==> src/rtl/multicycle_controller.sv <==
// multicycle_controller: RISC-V multicycle control FSM with cache handshake and retired-instruction counter.
// Define MULTICYCLE_ITYPE_JAL_EN to add the EXECI and JAL states. Rev 1.0
`default_nettype none

module multicycle_controller #(
  parameter int CNT_W = 32
) (
  input  logic             clk,
  input  logic             rst_n,
  input  logic [6:0]       op_i,
  input  logic             zero_i,
  input  logic             mem_ready_i,
  output logic             mem_req_o,
  output logic             mem_write_o,
  output logic             adr_src_o,
  output logic             ir_write_o,
  output logic             pc_write_o,
  output logic             reg_write_o,
  output logic [1:0]       alu_src_a_o,
  output logic [1:0]       alu_src_b_o,
  output logic [1:0]       result_src_o,
  output logic [1:0]       alu_op_o,
  output logic             retire_o,
  output logic             illegal_o,
  output logic [CNT_W-1:0] instret_o
);

  typedef enum logic [3:0] {
    FETCH    = 4'd0,
    DECODE   = 4'd1,
    MEMADR   = 4'd2,
    MEMREAD  = 4'd3,
    MEMWB    = 4'd4,
    MEMWRITE = 4'd5,
    EXECR    = 4'd6,
    EXECI    = 4'd7,
    ALUWB    = 4'd8,
    BEQ      = 4'd9,
    JAL      = 4'd10
  } state_t;

  state_t           state_q, state_d, cur_state;
  logic [CNT_W-1:0] instret_q;
  logic             ready;
  logic             pc_update;
  logic             branch;

  // In reset the outputs look like FETCH waiting on the cache, whatever state we were in.
  assign cur_state = rst_n ? state_q : FETCH;
  assign ready     = mem_ready_i & rst_n;

  always_ff @(posedge clk) begin
    if (!rst_n) begin
      state_q   <= FETCH;
      instret_q <= '0;
    end else begin
      state_q <= state_d;
      if (retire_o) instret_q <= instret_q + CNT_W'(1);
    end
  end

  always_comb begin
    state_d      = state_q;
    mem_req_o    = 1'b0;
    mem_write_o  = 1'b0;
    adr_src_o    = 1'b0;
    ir_write_o   = 1'b0;
    reg_write_o  = 1'b0;
    alu_src_a_o  = 2'b00;
    alu_src_b_o  = 2'b00;
    result_src_o = 2'b00;
    alu_op_o     = 2'b00;
    retire_o     = 1'b0;
    illegal_o    = 1'b0;
    pc_update    = 1'b0;
    branch       = 1'b0;
    case (cur_state)
      FETCH: begin
        mem_req_o    = 1'b1;
        alu_src_b_o  = 2'b10;
        result_src_o = 2'b10;
        ir_write_o   = ready;
        pc_update    = ready;
        if (ready) state_d = DECODE;
      end
      DECODE: begin
        alu_src_a_o = 2'b01;
        alu_src_b_o = 2'b01;
        case (op_i)
          7'b0000011, 7'b0100011: state_d = MEMADR;
          7'b0110011:             state_d = EXECR;
          7'b1100011:             state_d = BEQ;
`ifdef MULTICYCLE_ITYPE_JAL_EN
          7'b0010011:             state_d = EXECI;
          7'b1101111:             state_d = JAL;
`endif
          default: begin
            illegal_o = 1'b1;
            retire_o  = 1'b1;
            state_d   = FETCH;
          end
        endcase
      end
      MEMADR: begin
        alu_src_a_o = 2'b10;
        alu_src_b_o = 2'b01;
        state_d     = op_i[5] ? MEMWRITE : MEMREAD;
      end
      MEMREAD: begin
        mem_req_o = 1'b1;
        adr_src_o = 1'b1;
        if (ready) state_d = MEMWB;
      end
      MEMWB: begin
        result_src_o = 2'b01;
        reg_write_o  = 1'b1;
        retire_o     = 1'b1;
        state_d      = FETCH;
      end
      MEMWRITE: begin
        mem_req_o   = 1'b1;
        mem_write_o = 1'b1;
        adr_src_o   = 1'b1;
        if (ready) begin
          retire_o = 1'b1;
          state_d  = FETCH;
        end
      end
      EXECR, EXECI: begin
        alu_src_a_o = 2'b10;
        alu_src_b_o = (cur_state == EXECI) ? 2'b01 : 2'b00;
        alu_op_o    = 2'b10;
        state_d     = ALUWB;
      end
      ALUWB: begin
        reg_write_o = 1'b1;
        retire_o    = 1'b1;
        state_d     = FETCH;
      end
      BEQ: begin
        alu_src_a_o = 2'b10;
        alu_op_o    = 2'b01;
        branch      = 1'b1;
        retire_o    = 1'b1;
        state_d     = FETCH;
      end
      JAL: begin
        alu_src_a_o = 2'b01;
        alu_src_b_o = 2'b10;
        pc_update   = 1'b1;
        state_d     = ALUWB;
      end
      default: state_d = FETCH;
    endcase
    pc_write_o = pc_update | (branch & zero_i);
  end

  assign instret_o = instret_q;

endmodule

`default_nettype wire

==> config.mk <==
export PLATFORM = sky130hd
export DESIGN_NAME = multicycle_controller
export DESIGN_NICKNAME = d
export VERILOG_FILES = /design/src/rtl/multicycle_controller.sv
export SDC_FILE = /design/constraint.sdc
export NUM_CORES = 1
export LEC_CHECK = 0
export CAP_MARGIN = 20
export CORE_MARGIN = 2
export CORE_UTILIZATION = 48
export CTS_BUF_LIST = sky130_fd_sc_hd__clkbuf_16
export DETAILED_ROUTE_END_ITERATION = 10
export GPL_TIMING_DRIVEN = 0
export PLACE_DENSITY_LB_ADDON = 0.2
export SKIP_LAST_GASP = 1
export SLEW_MARGIN = 0
export SYNTH_ARGS = -nofsm -noshare
export SYNTH_HDL_FRONTEND = slang
export SYNTH_SLANG_ARGS = --single-unit
==> constraint.sdc <==
create_clock -name clk -period 2.05 [get_ports clk]
set_input_delay 0.3075 -clock clk [delete_from_list [all_inputs] [get_ports clk]]
set_output_delay 0.3075 -clock clk [all_outputs]
set_load 0.02 [all_outputs]
* Yosys cells after proc, flatten, opt, wreduce, memory -nomap -nowiden *
Cells that the tools add are included.

storage, ports and cells
  bits in registers = 36
  input bits = 11
  word-level logic and storage cells = 60

cells by class
  add/sub/neg operators = 1
  equality and inequality tests = 17
  multiplexer cells = 23
  bitwise gates (word level) = 3
  reduce and logical (&&, ||, !) cells = 14

operator list
  kind                   count
  $add 32x1->32 const B  1
  $pmux 4 s6             1
  $eq 4x3->1 const B     4
  $mux 4                 4
  $eq 7x6->1 const B     2
  $reduce_or 2->1        7
  $eq 4x4->1 const B     3
  $pmux 2 s2             3
  $pmux 4 s3             1
  $mux 1                 10
  $reduce_or 3->1        3
  $eq 4x2->1 const B     2
  $reduce_or 4->1        2
  $eq 7x2->1 const B     1
  $eq 7x7->1 const B     1
  $ne 2x2->1 const B     3
  $pmux 2 s3             1
  $eq 4x1->1 const B     1
  $logic_not 4->1        1
  $mux 3                 1
  $pmux 1 s3             1
  $reduce_and 3->1       1
  $and 1x1->1            2
  $pmux 1 s2             1
  $or 1x1->1             1

* Longest topological paths before layout *
  depth after elaboration = 5
  mapped depth = 8
  depth with buffers taken out = 6

* Worst setup path after synthesis *
No wires, ideal clock.

  kind = register -> register
  from = register state_q[2]
  to = register instret_q[20], in the netlist instret_o[20]
  library setup time = 0.135 ns
  arrival time = 1.838 ns
  slack = 0.076 ns
  cell stages (with the launch flop) = 9
  path buffers = 3
  cells stage by stage = dfxtp_1 -> buf_6 -> or2_4 -> a311oi_4 -> a31oi_2 -> buf_6 -> buf_2 -> o311ai_0 -> o41ai_1

between the ends
  cells in the longest elaborated chain, start to end = 4
  elaborated cells between the ends (all ways) = 8
  those cells by class = eq/ne (5); mux (2); reduce/logical (1)

ends and longest elaborated chain
  element                                          RTL line  RTL
  from (decl)                                      42        state_t state_q, state_d, cur_state;
  from (signal assigned)                           57        state_q <= state_d;
  $mux 4 (*)                                       49        assign cur_state = rst_n ? state_q : FETCH;
  $eq 4x4->1 / $eq 4x3->1 (equally long branches)  77        case (cur_state)
  $reduce_or 3->1 (no source line)                 --
  $pmux 1 s3 (*)                                   77
  to (signal assigned)                             58        if (retire_o) instret_q <= instret_q + CNT_W'(1);
  to (decl)                                        43        logic [CNT_W-1:0] instret_q;

Mark *: on every way between the ends. The rest lies on a longest branch, timed or not.
A chain may end at the register's enable or synchronous reset.

* Worst setup path in the final report *
  from = register instret_q[3], in the netlist instret_o[3]
  to = register instret_q[29], in the netlist instret_o[29]

between the ends
  cells in the longest elaborated chain, start to end = 1

ends and longest elaborated chain
  element        RTL line
  $add 32x1->32  58

Every way passes these cells.

==> metrics.md <==
| Metric | Value |
|---|---|
| Clock root buffer | `clkbuf_16` |
| Post-Route Skew | `0.006043 ns` |
| Setup TNS Final | `0 ns` |
| Synthesized area | `2116 µm²` |
| Clock Sinks | `36` |
| Ys flop type | `dfxtp_1` |
| Hold Path Class | `flip-flop to flip-flop` |
| #FFs+latches synth | `36` |
| Worst slew margin | `64.94%` |
| WL/cell | `16.62 µm` |
| Met3 usage | `5.628%` |
| Worst Path Required | `2.26 ns` |
| Layout cell share with drive strength beyond 1 | `18.13%` |
| Clk buf depth | `2` |
| Iter 0 DRT Violations | `294` |
| Largest net degree at the start of global routing | `12` |
| Core area | `4294 µm²` |
| DRT Pass-1 Iters | `6` |
| CP startpoint | `instret_o[3]` |
| Warnings, synthesis | `0` |
| H-tree depth | `2` |
| CTS tree | `built` |
| Die Height | `70.39 µm` |
| Final Setup Violations | `0` |
| Layout Utilization | `72.76%` |
| DR vias | `2526` |
| Worst-case reg-to-reg path depth | `5` |
| Max-slew violation count | `0` |
| Worst Hold Launch | `instret_o[31]` |
| Antenna Cells | `0` |
| Final Wtd Congestion | `0.9139` |
| Final Critical Period | `2.037 ns` |
| Critical Path AT | `2.24 ns` |
| RSZ-0062 raised after global routing | `true` |
| Fmax | `490.9 MHz` |
| Post-synthesis cell type count | `42` |
| GR peak layer | `met2` |
| Final std cells w/o fill | `405` |
| Lkg Pwr | `0.001122 µW` |
| Mean Syn Cell Area | `7.583 µm²` |
| Final WL | `6.731 mm` |
| R2R Path End | `instret_o[29]` |
| Clk Latency, worst-skew pair | `0.28 ns` |
| VDD IR max | `433.8 µV` |
| I/O Pins | `59` |
| Syn-to-layout area delta | `47.66%` |
| Register area share after synthesis | `34.06%` |
| Post-Syn Instances | `279` |
| Cell Rows | `24` |
| Die Width | `70.39 µm` |
| Hold path depth | `2` |
| P per Cell Area | `589.1 nW/µm²` |
| Hold Path End | `instret_o[31]` |
| Met2 usage | `42.87%` |
| Pwr Total | `1840 µW` |
| Residual DRC | `0` |
| Vias/cell | `6.237` |
| Reg2Reg Setup Slack | `0.01 ns` |
| Endpoint class of the critical path | `flip-flop` |
| First-pass GRT wire length | `10.31 mm` |
| Max Cap Viol | `0` |
| Async S/R FF share, synth | `0%` |
| RR Startpoint | `instret_o[3]` |
| GR Layer Usage met1 | `31.70%` |
| Commonest non-fill, non-tap cells in the layout | `dfxtp_1 (35), clkdlybuf4s50_1 (34), nand2_1 (31), a21oi_1 (29), nor2_1 (19)` |
| Critical path class | `flip-flop to flip-flop` |
| Total CTS buffers | `5` |
| Maximum fanout along the worst path | `6` |
| Mapped Nets | `291` |
| Initial antenna violation count | `0` |
| Worst-path clk slew | `0.06 ns` |
| Crit-path cells | `nand4_1 -> nor4_2 -> nand2_1 -> or4_1 -> a21oi_1` |
| Post-synth EDFFs | `0` |
| Period utilization | `99.37%` |
| Worst hold slack | `0.4867 ns` |
| Die area | `4955 µm²` |
| Fin nets | `364` |
| DRT antenna net count | `0` |
| Slowest CP cell | `or4_1` |
| Overflow after GRT | `0` |
| CP max stage delay | `0.51 ns` |
| Hpwl dp | `4.390 mm` |
| Vias in the first global route | `2211` |
| Status | `finished clean` |
| Endpoints failing hold | `0` |
| Initial Utilization | `49.27%` |
| Most common cell after layout, fill and taps aside | `dfxtp_1` |
| Worst-Margin Slew | `0.5259 ns` |
| CP startpoint kind | `flip-flop` |
| Gr usage total | `25.50%` |
| Dpl cells | `389` |
| # port buffers | `58` |
synth_stat cells, drive strengths merged (2+ instances only):
master / n / area (µm²)
nor2: 23 / 86.33
or3: 13 / 81.33
xnor2: 4 / 35.03
nor2b: 3 / 18.77
dfxtp: 36 / 720.7
clkbuf: 11 / 41.29
o31ai: 14 / 105.1
nand3: 15 / 75.07
o211ai: 2 / 15.01
nand2b: 4 / 25.02
a21oi: 32 / 160.2
nand2: 31 / 116.4
buf: 6 / 46.29
or2: 2 / 15.02
nand4: 13 / 81.33
inv: 6 / 22.52
o21ai: 19 / 95.09
or4: 13 / 97.59
nor3: 4 / 20.02
mux2i: 5 / 50.05
and3: 4 / 25.02
nor4: 3 / 18.77
timing repair:
action / in CTS / in global routing
pin swaps: 4 / 10
hold buffers: 0 / 0
endpoints found under the hold margin: 0 / 0
setup endpoints to repair: 45 / 36
cloned: 1 / 1
buffers inserted: 4 / 3
resized for setup: 45 / 46
layout make-up:
cell class | count | area (µm²)
buffer | 16 | 107.6
clock buffer | 5 | 125.1
clock inverter | 3 | 38.79
fill | 342 | 1170
inverter | 6 | 25.02
multi-input combinational | 220 | 1405
sequential | 36 | 721.9
tap | 52 | 65.06
timing repair buffer | 67 | 635.6
kinds of logic (layout without fill, tap and decap cells):
group           count (synthesis)  after routing  synth area share, %
compound gates                 76             76                22.41
xor+xnor                        4              4                1.656
fa+ha+maj                       1              1               0.5913
buf+inv                        23             97                5.204
flops                          36             36                34.06
mux                             5              5                2.366
simple gates                  134            134                33.71
where the power goes:
part           switching [µW]  internal [µW]  leakage (µW)
combinational             163            106      0.000746
sequential               6.96            707      0.000291
clock                     291            567     0.0000850
total                     461           1380       0.00112
sequential cells by signal (all words and copies together) (netlist names):
signal     flops
instret_o     32
state_q        4
worst max-delay path: cells and delay by family (launching register included):
family | cells | cell delay [ns]
AOI/OAI and AO/OA | 1 | 0.15
DFF | 1 | 0.40
and+or+nand+nor | 4 | 1.42
worst max path at each step:
stage	to	slack (ns)	cells past startpoint
final	instret_o[29]	0.01	5
after global routing	instret_o[31]	-0.07	5
after CTS	alu_src_b_o[0]	-0.04	6
after detailed placement	reg_write_o	-0.86	6
after global placement	reg_write_o	-0.89	6
after floorplan	instret_o[20]	0.08	8
per-stage QoR:
| stage | instance area, µm² | setup WS (ns) |
|---|---|---|
| after floorplan | 2116 | 0.07644 |
| final | 3124 | 0.01292 |
| after detailed placement | 2761 | -0.8580 |
| after global routing | 3124 | -0.07184 |
| after CTS | 2995 | -0.03548 |
| after global placement | 2761 | -0.8872 |
per-layer routing:
metal | wire length (µm) | vias to the layer above | share of wire, %
met5 | 0 | - | 0
li1 | - | 1196 | -
met4 | 146 | 0 | 2.2
met2 | 3248 | 147 | 48
met3 | 594 | 20 | 8.8
met1 | 2741 | 1163 | 41
Note: power is estimated with default switching activity, not from simulation.
